## config.mk

```make
export PLATFORM = sky130hd
export DESIGN_NAME = layer_sequencer
export DESIGN_NICKNAME = d
export VERILOG_FILES = /design/src/rtl/nn_ctrl_pkg.sv /design/src/rtl/stage_watchdog.sv /design/src/rtl/layer_sequencer.sv
export SDC_FILE = /design/constraint.sdc
export NUM_CORES = 1
export LEC_CHECK = 0
export ABC_AREA = 1
export BUFFER_PORTS_ARGS = -buffer_cell sky130_fd_sc_hd__buf_2
export CAP_MARGIN = 20
export CORE_MARGIN = 10
export CORE_UTILIZATION = 59
export CTS_CLUSTER_DIAMETER = 100
export DETAILED_ROUTE_END_ITERATION = 16
export PLACE_DENSITY_LB_ADDON = 0.08
export SETUP_SLACK_MARGIN = 0.2
export SKIP_LAST_GASP = 1
export SLEW_MARGIN = 25
export SYNTH_ARGS = -nofsm -noshare
export SYNTH_HDL_FRONTEND = slang
export SYNTH_HIERARCHICAL = 1
export SYNTH_SLANG_ARGS = --single-unit
export TNS_END_PERCENT = 10
```

## constraint.sdc

```tcl
create_clock -name clk -period 1.9 [get_ports clk]
set_input_delay 0.19 -clock clk [delete_from_list [all_inputs] [get_ports clk]]
set_output_delay 0.19 -clock clk [all_outputs]
set_load 0.01 [all_outputs]
```

## src/rtl/nn_ctrl_pkg.sv

```systemverilog
// Shared types and constants for the CNN stage sequencer.
package nn_ctrl_pkg;

  typedef enum logic [2:0] {
    IDLE,
    CLEAR,
    RUN,
    COMPLETE,
    FAULT
  } seq_state_t;

  localparam int DEFAULT_TIMEOUT_CYCLES = 1000000;

  // Stage index width, never narrower than one bit.
  function automatic int stg_width(input int n);
    return (n > 1) ? $clog2(n) : 1;
  endfunction

endpackage

```

## src/rtl/stage_watchdog.sv

```systemverilog
// Per-stage cycle counter; expired_o is high while the count sits at TIMEOUT_CYCLES-1.
// TIMEOUT_CYCLES=0 keeps expired_o low forever.
module stage_watchdog #(
  parameter int TIMEOUT_W      = 20,
  parameter int TIMEOUT_CYCLES = nn_ctrl_pkg::DEFAULT_TIMEOUT_CYCLES
) (
  input  logic clk,
  input  logic rstn,
  input  logic clr_i,
  input  logic en_i,
  output logic expired_o
);

  localparam logic [TIMEOUT_W-1:0] LIMIT =
    (TIMEOUT_CYCLES == 0) ? '0 : TIMEOUT_W'(TIMEOUT_CYCLES - 1);

  logic [TIMEOUT_W-1:0] count_q, count_d;

  // No saturation needed: the sequencer leaves RUN on the expiring cycle.
  always_comb begin
    count_d = count_q;
    if (clr_i)     count_d = '0;
    else if (en_i) count_d = count_q + TIMEOUT_W'(1);
  end

  always_ff @(posedge clk) begin
    if (!rstn) count_q <= '0;
    else       count_q <= count_d;
  end

  assign expired_o = (TIMEOUT_CYCLES != 0) && (count_q == LIMIT);

endmodule

```

## src/rtl/layer_sequencer.sv

```systemverilog
// Releases stage resets in order as each stage reports done, with a per-stage watchdog.
// All outputs registered; finished stages stay out of reset so their results hold.
module layer_sequencer
  import nn_ctrl_pkg::*;
#(
  parameter int NUM_STAGES     = 4,
  parameter int TIMEOUT_W      = 20,
  parameter int TIMEOUT_CYCLES = DEFAULT_TIMEOUT_CYCLES,
  parameter int STG_W          = stg_width(NUM_STAGES)
) (
  input  logic                  clk,
  input  logic                  rstn,
  input  logic                  start,
  input  logic                  abort,
  input  logic [NUM_STAGES-1:0] stage_done,
  output logic [NUM_STAGES-1:0] stage_rstn,
  output logic                  busy,
  output logic                  done,
  output logic                  error,
  output logic [STG_W-1:0]      cur_stage,
  output logic [STG_W-1:0]      err_stage
);

  localparam logic [STG_W-1:0] LAST_STAGE = STG_W'(NUM_STAGES - 1);

  seq_state_t            state_q, state_d;
  logic [NUM_STAGES-1:0] stage_rstn_q, stage_rstn_d;
  logic                  busy_q, busy_d;
  logic                  done_q, done_d;
  logic                  error_q, error_d;
  logic [STG_W-1:0]      cur_stage_q, cur_stage_d;
  logic [STG_W-1:0]      err_stage_q, err_stage_d;
  logic [STG_W-1:0]      nxt_stage;
  logic                  wd_clr, wd_expired;

  stage_watchdog #(
    .TIMEOUT_W      (TIMEOUT_W),
    .TIMEOUT_CYCLES (TIMEOUT_CYCLES)
  ) u_watchdog (
    .clk       (clk),
    .rstn      (rstn),
    .clr_i     (wd_clr),
    .en_i      (state_q == RUN),
    .expired_o (wd_expired)
  );

  assign nxt_stage = cur_stage_q + STG_W'(1);

  always_comb begin
    state_d      = state_q;
    stage_rstn_d = stage_rstn_q;
    busy_d       = busy_q;
    done_d       = 1'b0;
    error_d      = error_q;
    cur_stage_d  = cur_stage_q;
    err_stage_d  = err_stage_q;
    wd_clr       = 1'b1;

    unique case (state_q)
      IDLE: begin
        if (start) begin
          state_d      = CLEAR;
          stage_rstn_d = '0;
          busy_d       = 1'b1;
          error_d      = 1'b0;
          cur_stage_d  = '0;
        end
      end
      CLEAR: begin
        if (abort) begin
          state_d      = IDLE;
          stage_rstn_d = '0;
          busy_d       = 1'b0;
          cur_stage_d  = '0;
        end else begin
          state_d      = RUN;
          stage_rstn_d = NUM_STAGES'(1);
        end
      end
      RUN: begin
        // Priority: abort, then current stage done, then timeout.
        if (abort) begin
          state_d      = IDLE;
          stage_rstn_d = '0;
          busy_d       = 1'b0;
          cur_stage_d  = '0;
        end else if (stage_done[cur_stage_q]) begin
          if (cur_stage_q == LAST_STAGE) begin
            state_d = COMPLETE;
            done_d  = 1'b1;
            busy_d  = 1'b0;
          end else begin
            cur_stage_d             = nxt_stage;
            stage_rstn_d[nxt_stage] = 1'b1;
          end
        end else if (wd_expired) begin
          state_d      = FAULT;
          error_d      = 1'b1;
          err_stage_d  = cur_stage_q;
          stage_rstn_d = '0;
          busy_d       = 1'b0;
        end else begin
          wd_clr = 1'b0;
        end
      end
      COMPLETE: state_d = IDLE;
      FAULT:    state_d = IDLE;
      default:  state_d = IDLE;
    endcase
  end

  always_ff @(posedge clk) begin
    if (!rstn) begin
      state_q      <= IDLE;
      stage_rstn_q <= '0;
      busy_q       <= 1'b0;
      done_q       <= 1'b0;
      error_q      <= 1'b0;
      cur_stage_q  <= '0;
      err_stage_q  <= '0;
    end else begin
      state_q      <= state_d;
      stage_rstn_q <= stage_rstn_d;
      busy_q       <= busy_d;
      done_q       <= done_d;
      error_q      <= error_d;
      cur_stage_q  <= cur_stage_d;
      err_stage_q  <= err_stage_d;
    end
  end

  assign stage_rstn = stage_rstn_q;
  assign busy       = busy_q;
  assign done       = done_q;
  assign error      = error_q;
  assign cur_stage  = cur_stage_q;
  assign err_stage  = err_stage_q;

endmodule

```

==> results of run 1 <==
worst max-delay path, stage by stage, from the launching register on:
cell     delay [ns]
dfxtp_4        0.38
inv_1          0.06
nor3_1         0.18
nand3_1        0.16
nor2_4         0.15
inv_2          0.06
nand3_4        0.09
nand4_1        0.14
nand2_2        0.13
nand2_1        0.06
nand2_1        0.06
inv_1          0.03
state kept, by name, indices dropped and copies added (netlist names):
name / count
done: 1
error: 1
state_q: 3
err_stage: 2
busy: 1
cur_stage: 2
stage_rstn: 4
u_watchdog/count_q: 20
where the power goes:
group / switching [W] / internal [W] / leakage (nW) / total [W]
Clock: 0.000224 / 0.000139 / 0.0254 / 0.000364
Combinational: 0.000178 / 0.000107 / 0.687 / 0.000286
Sequential: 0.0000197 / 0.000730 / 0.281 / 0.000750
Total: 0.000423 / 0.000977 / 0.993 / 0.00140
what timing repair did:
| action | CTS | global route |
|---|---|---|
| endpoints found under the setup margin | 19 | 25 |
| setup buffers | 0 | 4 |
| hold buffers | 0 | 0 |
| pin swaps | 0 | 10 |
| gates resized for setup | 4 | 19 |
final timing paths:
check	start	end	slack [ns]	cells past startpoint
max	u_watchdog/count_q[9]	stage_rstn[0]	0.31	11
min	rstn	busy	0.17	3
max reg2reg	u_watchdog/count_q[9]	stage_rstn[0]	0.31	11
min reg2reg	err_stage[0]	err_stage[0]	0.45	2
final cells by class:
| cell class | instances | area [sq um] |
|---|---|---|
| multi-input combinational | 218 | 1154 |
| inverter | 55 | 206.4 |
| fill | 308 | 980.9 |
| clock buffer | 7 | 45.04 |
| tap | 46 | 57.56 |
| timing repair buffer | 32 | 195.2 |
| sequential | 34 | 698.2 |
placed cells by master (no fill, tap or decap), types with 3 or more instances in the layout:
cell type	netlist	layout
nand2_1	72	71
inv_1	53	49
nor2_1	41	39
nand3_1	25	25
dfxtp_1	34	24
a21oi_1	22	22
buf_2	2	18
buf_4	1	14
nand2_2	7	8
o21ai_0	8	8
nor3_1	8	8
dfxtp_2	0	8
nand4_1	7	7
nor2_4	4	6
inv_2	2	6
nor2_2	5	5
ha_1	6	5
clkbuf_4	0	5
nand2_4	3	3
routing by layer:
layer / vias up / global-route usage [%] / routed length (um)
met1: 879 / 17.13 / 2114
met2: 35 / 27.22 / 2220
met3: 6 / 4.442 / 184
met4: 0 / 5.556 / 65
li1: 1049 / - / -
met5: - / 0 / 0
logic make-up (layout without fill, tap and decap cells):
group | after synthesis | after routing | synth area share (%)
compound gates | 33 | 33 | 8.514
fa+ha+maj | 6 | 6 | 3.701
buf+inv | 58 | 94 | 11.04
flops | 34 | 34 | 33.56
simple gates | 179 | 179 | 43.18
stage by stage:
step	total power, W	setup slack (ns)
finish	0.001399	0.3084
global route	0.001481	0.2004
CTS	0.001407	0.2157
detailed placement	0.001049	0.08188
global placement	0.001044	0.1583
floorplan	0.0009638	0.3071
==> flow_metrics.tcl, run 1 <==
set metrics [dict create \
    syn_inst 310 \
    outcome "finished, final reports clean" \
    p_leak_nw 0.9926 \
    hold_viol_final 0 \
    final_cells 392 \
    grt_usage_pct 15.41 \
    post-route-period-util_pct 83.77 \
    drt_first_pass_iters 4 \
    worstSkewPairLatency_ns 0.34 \
    fin_skew_ns 0.007196 \
    maxCapViolCount 0 \
    grt_pass1_wl_mm 7.886 \
    async_reset_ff_share_pct 0 \
    htree_levels 2 \
    final_cell_area_sq_um 2356 \
    tritoncts "built" \
    grt_pass1_vias 1874 \
    clock-sinks 34 \
    die_h_um 78.63 \
    nets 360 \
    ios 19 \
    n_antenna_cell 0 \
    root_buffer "clkbuf_4" \
    ant_nets 0 \
    crit_arrival_ns 1.83 \
    report.final.slew_viol_count 0 \
    syn_avg_cell_area_sq_um 6.543 \
    io_buffers 18 \
    wl_per_cell_um 11.70 \
    synthFlopType "dfxtp_1" \
    syn_to_final_growth_pct 16.16 \
    vias 1969 \
    synth-seq-cells 34 \
    synth_top_area_share_pct 33.56 \
    synth_common_cells "nand2_1, inv_1, nor2_1" \
    place.gp.congestion 0.8622 \
    path_max_fanout 5 \
    setup_violations 0 \
    synth_nets 324 \
    hold_class "primary input to flip-flop" \
    crit_type "flip-flop to flip-flop" \
    post-route-min-period_ns 1.592 \
    vias_per_cell 5.023 \
    startpoint_type "flip-flop" \
    utilization_pct 70.60 \
    cts_buffers 5 \
    cp-end-kind "flip-flop" \
    initial_utilization_pct 60.78 \
    drive_above_1_share_pct 24.28 \
    antenna_found_initial 0 \
    synth-seq-area-share_pct 33.56 \
    dp.final_hpwl_mm 3.556 \
    required_ns 2.14 \
    yosys_warnings 6 \
    max-vdd-ir-drop_mv 0.3870 \
    tns_ns 0 \
    synth_edf_count 0 \
    ys_types 25 \
    finalWirelength_mm 4.585 \
    grt_overflow 0 \
    clockBufferDepth 2 \
    core.rowCount 21 \
    synth.largest_area_cell "dfxtp_1" \
    synthesis.area_sq_um 2028 \
    initialDrtViolationCount 117 \
    die_w_um 78.63 \
    drc_errors 0 \
    grt_max_degree 13 \
    core_area_sq_um 3337 \
    placed_area_sq_um 2233 \
    grt_setup_unrepaired "false" \
    dp_cells 381 \
    power.density_nw_per_um2 593.9 \
    slew_headroom_pct 78.56 \
    max_slew.worst_pin.slew_ns 0.3204 \
    synth_area_leaders "dfxtp_1, nand2_1, inv_1" \
    whs_ns 0.1652 \
    max_freq_mhz 628.3 \
    die_area_sq_um 6183 \
    yosys.cell_count.top_type "nand2_1" \
    clkTransAtPathRegs_ns 0.10 \
]
(Power assumes the default switching activity.)
==> inputs of run 2 (changes only) <==
--- a/config.mk
+++ b/config.mk
@@ -9,7 +9,7 @@
 export BUFFER_PORTS_ARGS = -buffer_cell sky130_fd_sc_hd__buf_2
 export CAP_MARGIN = 20
 export CORE_MARGIN = 10
-export CORE_UTILIZATION = 59
+export CORE_UTILIZATION = 53
 export CTS_CLUSTER_DIAMETER = 100
 export DETAILED_ROUTE_END_ITERATION = 16
 export PLACE_DENSITY_LB_ADDON = 0.08
==> constraint.sdc (replaced) <==
create_clock -name clk -period 1.3 [get_ports clk]
set_input_delay 0.13 -clock clk [delete_from_list [all_inputs] [get_ports clk]]
set_output_delay 0.13 -clock clk [all_outputs]
set_load 0.01 [all_outputs]
==> run 2 against run 1 <==
Compared with the run above: the flow now finishes with violations (setup timing); critical path type unchanged; sequential cell count is the same; utilization grew 5.0 points; power increased by 71%.
==> flow_metrics.tcl, run 2 (same netlist as run 1, synthesis figures left out) <==
set metrics [dict create \
    outcome "finished, violations left" \
    violations "setup timing" \
    drt_first_pass_iters 4 \
    cts_buffers 5 \
    clkPwrFrac_pct 33.3 \
    slew_headroom_pct 76.81 \
    grt_max_degree 13 \
    mostFrequentLayoutCells "nand2_1, buf_4, inv_1" \
    vias 2170 \
    placed_area_sq_um 2626 \
    critical-path-max-stage-delay_ns 0.35 \
    max-vdd-ir-drop_mv 0.7042 \
    grt_overflow 0 \
    p_comb_share_pct 20.8 \
    die_h_um 81.86 \
    n_antenna_cell 0 \
    post-route-min-period_ns 1.453 \
    nets 406 \
    fill_cells 301 \
    core.rowCount 22 \
    crit_arrival_ns 1.67 \
    maxCapViolCount 0 \
    place.gp.congestion 0.9038 \
    report.final.slew_viol_count 0 \
    final_cells 441 \
    sw_frac_of_total_pct 28.34 \
    dp_cells 431 \
    grt_pass1_vias 2032 \
    p_seq_share_pct 45.9 \
    startpoint_type "flip-flop" \
    grt_pass1_wl_mm 8.901 \
    finalWirelength_mm 5.030 \
    clockBufferDepth 2 \
    switchingPower_w 0.0006791 \
    ios 19 \
    tns_ns -2.802 \
    root_buffer "clkbuf_8" \
    htree_levels 2 \
    core_area_sq_um 3689 \
    setup_ws_ns -0.1535 \
    initialDrtViolationCount 143 \
    drive_above_1_share_pct 36.13 \
    hold_buffers 0 \
    initial_utilization_pct 54.99 \
    ant_nets 0 \
    syn_to_final_growth_pct 37.57 \
    top_register "u_watchdog/count_q" \
    power.density_nw_per_um2 858.9 \
    die_w_um 81.86 \
    vias_per_cell 4.921 \
    crit_type "flip-flop to flip-flop" \
    drc_errors 0 \
    total_power_w 0.002396 \
    crit_top_cell "nor2_4" \
    max_slew.worst_pin.slew_ns 0.3466 \
    grt_usage_pct 16.34 \
    fin_skew_ns 0.004199 \
    clkTransAtPathRegs_ns 0.07 \
    hold_viol_final 0 \
    preCtsSetupSlack_ns -0.2503 \
    antenna_found_initial 0 \
    crit_path_top_delay_cell "dfxtp_4" \
    intPower_w 0.001717 \
    final_common_cell "nand2_1" \
    path_max_fanout 5 \
    tritoncts "built" \
    grt_setup_unrepaired "true" \
    die_area_sq_um 6701 \
    cp-end-kind "flip-flop" \
    largest_reg_flops 20 \
    hold_class "primary input to flip-flop" \
    final_cell_area_sq_um 2790 \
    io_buffers 18 \
    post-route-period-util_pct 111.8 \
    max_freq_mhz 688.0 \
    worstSkewPairLatency_ns 0.28 \
    wl_per_cell_um 11.41 \
    r2r_slack_ns -0.15 \
    required_ns 1.51 \
    crit_chain "ha_4 -> inv_2 -> nor2_4 -> nand2_2 -> nor2_4 -> inv_2 -> nand3_4 -> nor2_4 -> buf_4 -> o21ai_0 -> a21oi_1" \
    p_leak_nw 1.247 \
    setup_violations 29 \
    dp.final_hpwl_mm 3.968 \
    clock-sinks 34 \
]
==> run 2: changes by cell type in the layout (fill, tap and decap cells not counted), sizes merged <==
cell	previous run	this run
buf	32	78
clkinv	0	1
==> run 2: path summary, 6_finish.rpt <==
path	cells past startpoint	end	startpoint
worst min register to register	2	err_stage[1]	err_stage[1]
worst max-delay path	11	u_watchdog/count_q[3]	u_watchdog/count_q[0]
worst max register to register	11	u_watchdog/count_q[3]	u_watchdog/count_q[0]
worst min-delay path	3	cur_stage[0]	rstn
==> run 2: layout make-up <==
class	count	area (sq um)	share of cell area, %
multi-input cells	218	1189	42.60
clock buffers	7	86.33	3.094
clock inverters	1	5.005	0.1794
repair buffers	78	544.3	19.51
flip-flops and latches	34	694.4	24.89
well taps	48	60.06	2.152
inverters	55	211.5	7.578
==> run 2: timing repair <==
action,CTS,global route
setup endpoints to repair,35,35
setup buffers,2,0
endpoints found under the hold margin,0,0
pin swaps,11,3
gates resized for setup,17,8
==> run 2: per-stage QoR <==
step | util [%] | hold slack [ns]
6_report | 75.64 | 0.1626
5_1_grt | 75.64 | 0.1909
4_1_cts | 75.10 | 0.1630
3_5_place_dp | 71.20 | 0.4348
3_3_place_gp | 71.20 | 0.4318
2_1_floorplan | - | 0.2433
==> run 2: per-layer routing <==
layer / share of wire (%) / track usage (%) / vias to the layer above
li1: - / - / 1139
met1: 43 / 19.05 / 970
met2: 51 / 29.47 / 55
met3: 4.6 / 3.493 / 6
met4: 1.2 / 4.252 / 0
met5: 0 / 0 / -
==> run 2: critical path: cells and delay by family (launching register included) <==
| kind | cells | cell delay, ns |
|---|---|---|
| and+or+nand+nor | 5 | 0.42 |
| adders and majority gates | 1 | 0.15 |
| buffers and inverters | 3 | 0.27 |
| AOI/OAI and AO/OA | 2 | 0.20 |
| DFF | 1 | 0.35 |
==> run 2: power by group through the flow <==
stage | Sequential [W] | Clock [W] | Combinational [W]
floorplan | 0.00114 | 0 | 0.000271
global placement | 0.00112 | 0 | 0.000480
detailed placement | 0.00112 | 0 | 0.000489
CTS | 0.00110 | 0.000811 | 0.000492
global route | 0.00111 | 0.000855 | 0.000563
finish | 0.00110 | 0.000798 | 0.000498
==> inputs of run 3 (changes only) <==
--- a/config.mk
+++ b/config.mk
@@ -5,11 +5,11 @@
 export SDC_FILE = /design/constraint.sdc
 export NUM_CORES = 1
 export LEC_CHECK = 0
-export ABC_AREA = 1
 export BUFFER_PORTS_ARGS = -buffer_cell sky130_fd_sc_hd__buf_2
 export CAP_MARGIN = 20
 export CORE_MARGIN = 10
-export CORE_UTILIZATION = 53
+export CORE_UTILIZATION = 54
+export CTS_BUF_LIST = sky130_fd_sc_hd__clkbuf_2 sky130_fd_sc_hd__clkbuf_4 sky130_fd_sc_hd__clkbuf_8
 export CTS_CLUSTER_DIAMETER = 100
 export DETAILED_ROUTE_END_ITERATION = 16
 export PLACE_DENSITY_LB_ADDON = 0.08
==> run 3 against run 2 <==
Compared with the run above: the run still ends with setup timing left; setup slack got worse by 0.33 ns; critical endpoint is now u_watchdog/count_q[16]; clock power shrank 24%; synthesized cell count down 38%; critical path type unchanged; largest cell class unchanged; clock skew increased by 0.011 ns; highest routed layer unchanged; via count decreased by 23%; cell count fell by 31%; non-clock buffer count down 9; count of clock-buffer cells in the layout down 1; power shrank 23%.
==> flow_metrics.tcl, run 3 <==
set metrics [dict create \
    mostFrequentLayoutCells "buf_4, dfxtp_1, nor2_1" \
    holdPathEnd "busy" \
    synthesis.area_sq_um 1698 \
    io_buffers 18 \
    syn_avg_cell_area_sq_um 8.797 \
    slew_headroom_pct 75.75 \
    grt_max_degree 21 \
    final_common_cell "buf_4" \
    hold_viol_final 0 \
    core_area_sq_um 3028 \
    cts_buffers 5 \
    htree_levels 2 \
    outcome "finished, violations left" \
    post-route-period-util_pct 137.4 \
    grt_pass1_vias 1738 \
    wl_per_cell_um 14.25 \
    drc_errors 0 \
    grt_pass1_wl_mm 7.431 \
    whs_ns 0.1372 \
    initial_utilization_pct 56.07 \
    p_seq_share_pct 57.4 \
    nets 274 \
    clkTransAtPathRegs_ns 0.12 \
    vias_per_cell 5.482 \
    vias 1672 \
    r2r.worst_path.cells 6 \
    sw_frac_of_total_pct 25.85 \
    synth-seq-cells 34 \
    synth_common_cells "dfxtp_1, nor2_1, nand2_1" \
    crit_type "flip-flop to flip-flop" \
    antenna_found_initial 0 \
    synth_nets 207 \
    clockBufferDepth 2 \
    max_freq_mhz 560.0 \
    clkPwrFrac_pct 32.7 \
    synth_top_area_share_pct 40.09 \
    final_cell_area_sq_um 2303 \
    initialDrtViolationCount 120 \
    synth_area_leaders "dfxtp_1, nor2_1, ha_1" \
    power.density_nw_per_um2 805.8 \
    intPower_w 0.001376 \
    synthFlopType "dfxtp_1" \
    report.final.slew_viol_count 0 \
    total_power_w 0.001856 \
    ant_nets 0 \
    die_h_um 76.08 \
    fin_skew_ns 0.01481 \
    hold_class "primary input to flip-flop" \
    core.rowCount 20 \
    place.gp.congestion 0.8541 \
    yosys_warnings 6 \
    max-vdd-ir-drop_mv 0.5463 \
    grt_setup_unrepaired "true" \
    cp-end-kind "flip-flop" \
    p_comb_share_pct 9.9 \
    r2r_start "state_q[0]" \
    r2r_slack_ns -0.49 \
    finalWirelength_mm 4.345 \
    grt_overflow 0 \
    root_buffer "clkbuf_4" \
    r2r_end "u_watchdog/count_q[16]" \
    max_slew.worst_pin.slew_ns 0.3610 \
    largest_reg_flops 20 \
    hold_buffers 0 \
    p_leak_nw 0.9776 \
    top_register "u_watchdog/count_q" \
    maxCapViolCount 0 \
    clock-sinks 34 \
    synth_edf_count 0 \
    crit_arrival_ns 2.07 \
    preCtsSetupSlack_ns -0.5374 \
    grt_usage_pct 14.94 \
    yosys.cell_count.top_type "dfxtp_1" \
    hold_path_depth 3 \
    required_ns 1.59 \
    tritoncts "built" \
    setup_violations 34 \
    synth.largest_area_cell "dfxtp_1" \
    setup_ws_ns -0.4858 \
    worstSkewPairLatency_ns 0.34 \
    violations "setup timing" \
    ios 19 \
    die_area_sq_um 5787 \
    n_antenna_cell 0 \
    syn_inst 193 \
    placed_area_sq_um 2186 \
    syn_to_final_growth_pct 35.67 \
    drive_above_1_share_pct 37.16 \
    hp-start "start" \
    ys_types 47 \
    die_w_um 76.08 \
    startpoint_type "flip-flop" \
    utilization_pct 76.07 \
    synth-seq-area-share_pct 40.09 \
    path_max_fanout 3 \
    drt_first_pass_iters 5 \
    post-route-min-period_ns 1.786 \
    async_reset_ff_share_pct 0 \
    switchingPower_w 0.0004798 \
    dp.final_hpwl_mm 3.223 \
]
==> run 3: cell types whose count changed in the layout (fill, tap and decap cells not counted), moves of 9 or more <==
cell,delta
nand2_1,-57
inv_1,-41
nand3_1,-15
nor2_1,-15
a21oi_1,-11
buf_4,-11
nand2_2,-9
==> run 3: worst max path at each step <==
stage / startpoint / slack (ns) / to / cells after the start
after floorplan: state_q[0] / -0.60 / u_watchdog/count_q[15] / 8
after global placement: state_q[2] / -0.49 / u_watchdog/count_q[15] / 5
after detailed placement: state_q[2] / -0.54 / u_watchdog/count_q[17] / 5
after CTS: state_q[0] / -0.49 / u_watchdog/count_q[16] / 6
after global routing: state_q[0] / -0.54 / u_watchdog/count_q[18] / 6
final: state_q[0] / -0.49 / u_watchdog/count_q[16] / 6
==> run 3: area by class of cell <==
type | instances | area, sq um
multi-input cells | 145 | 992.2
fillers | 230 | 724.4
flip-flops and latches | 34 | 685.7
repair buffers | 69 | 493.0
well taps | 44 | 55.05
clock buffers | 6 | 45.04
inverters | 5 | 18.77
clock inverters | 2 | 13.76
==> run 3: metal layers <==
metal  track usage, %  share of wire, %
met2            25.17                48
met3            4.245               4.2
met4            5.390               1.7
met1            17.56                46
met5                0                 0
==> run 3: cell families (layout without fill, tap and decap cells) <==
family	Yosys count	after routing	share of synthesized area [%]
XOR/XNOR	11	11	5.675
flip-flops	34	34	40.09
AO/OA/AOI/OAI	40	40	15.18
adder cells (fa/ha/maj)	6	6	4.421
AND/OR/NAND/NOR	86	86	28.52
buffers and inverters	14	82	4.200
multiplexers	2	2	1.916
==> run 3: per-stage QoR <==
| stage | cells | TNS (ns) |
|---|---|---|
| 6_report | 305 | -12.97 |
| 5_1_grt | 305 | -15.27 |
| 3_3_place_gp | 296 | -13.03 |
| 2_1_floorplan | 193 | -16.25 |
| 3_5_place_dp | 296 | -14.03 |
| 4_1_cts | 305 | -13.86 |
==> run 3: repair_timing <==
item                                   CTS  global route
setup endpoints to repair               36            36
pin swaps                                3             2
endpoints found under the hold margin    0             0
buffers inserted                         1             0
resized for setup                        4             9
==> run 3: critical path: stages, from the launching register on <==
cell and delay [ns]:
dfxtp_2 0.36, nor3b_4 0.22, buf_4 0.14, and4_4 0.21, nand4_1 0.15, or4_1 0.50, a21oi_1 0.15
==> run 3: power groups by stage <==
stage | Clock [W] | Sequential (W) | Combinational [W]
after global routing | 0.000662 | 0.00107 | 0.000198
after global placement | 0 | 0.00109 | 0.000169
after detailed placement | 0 | 0.00109 | 0.000174
after floorplan | 0 | 0.00109 | 0.000105
final | 0.000606 | 0.00107 | 0.000184
after CTS | 0.000619 | 0.00106 | 0.000177
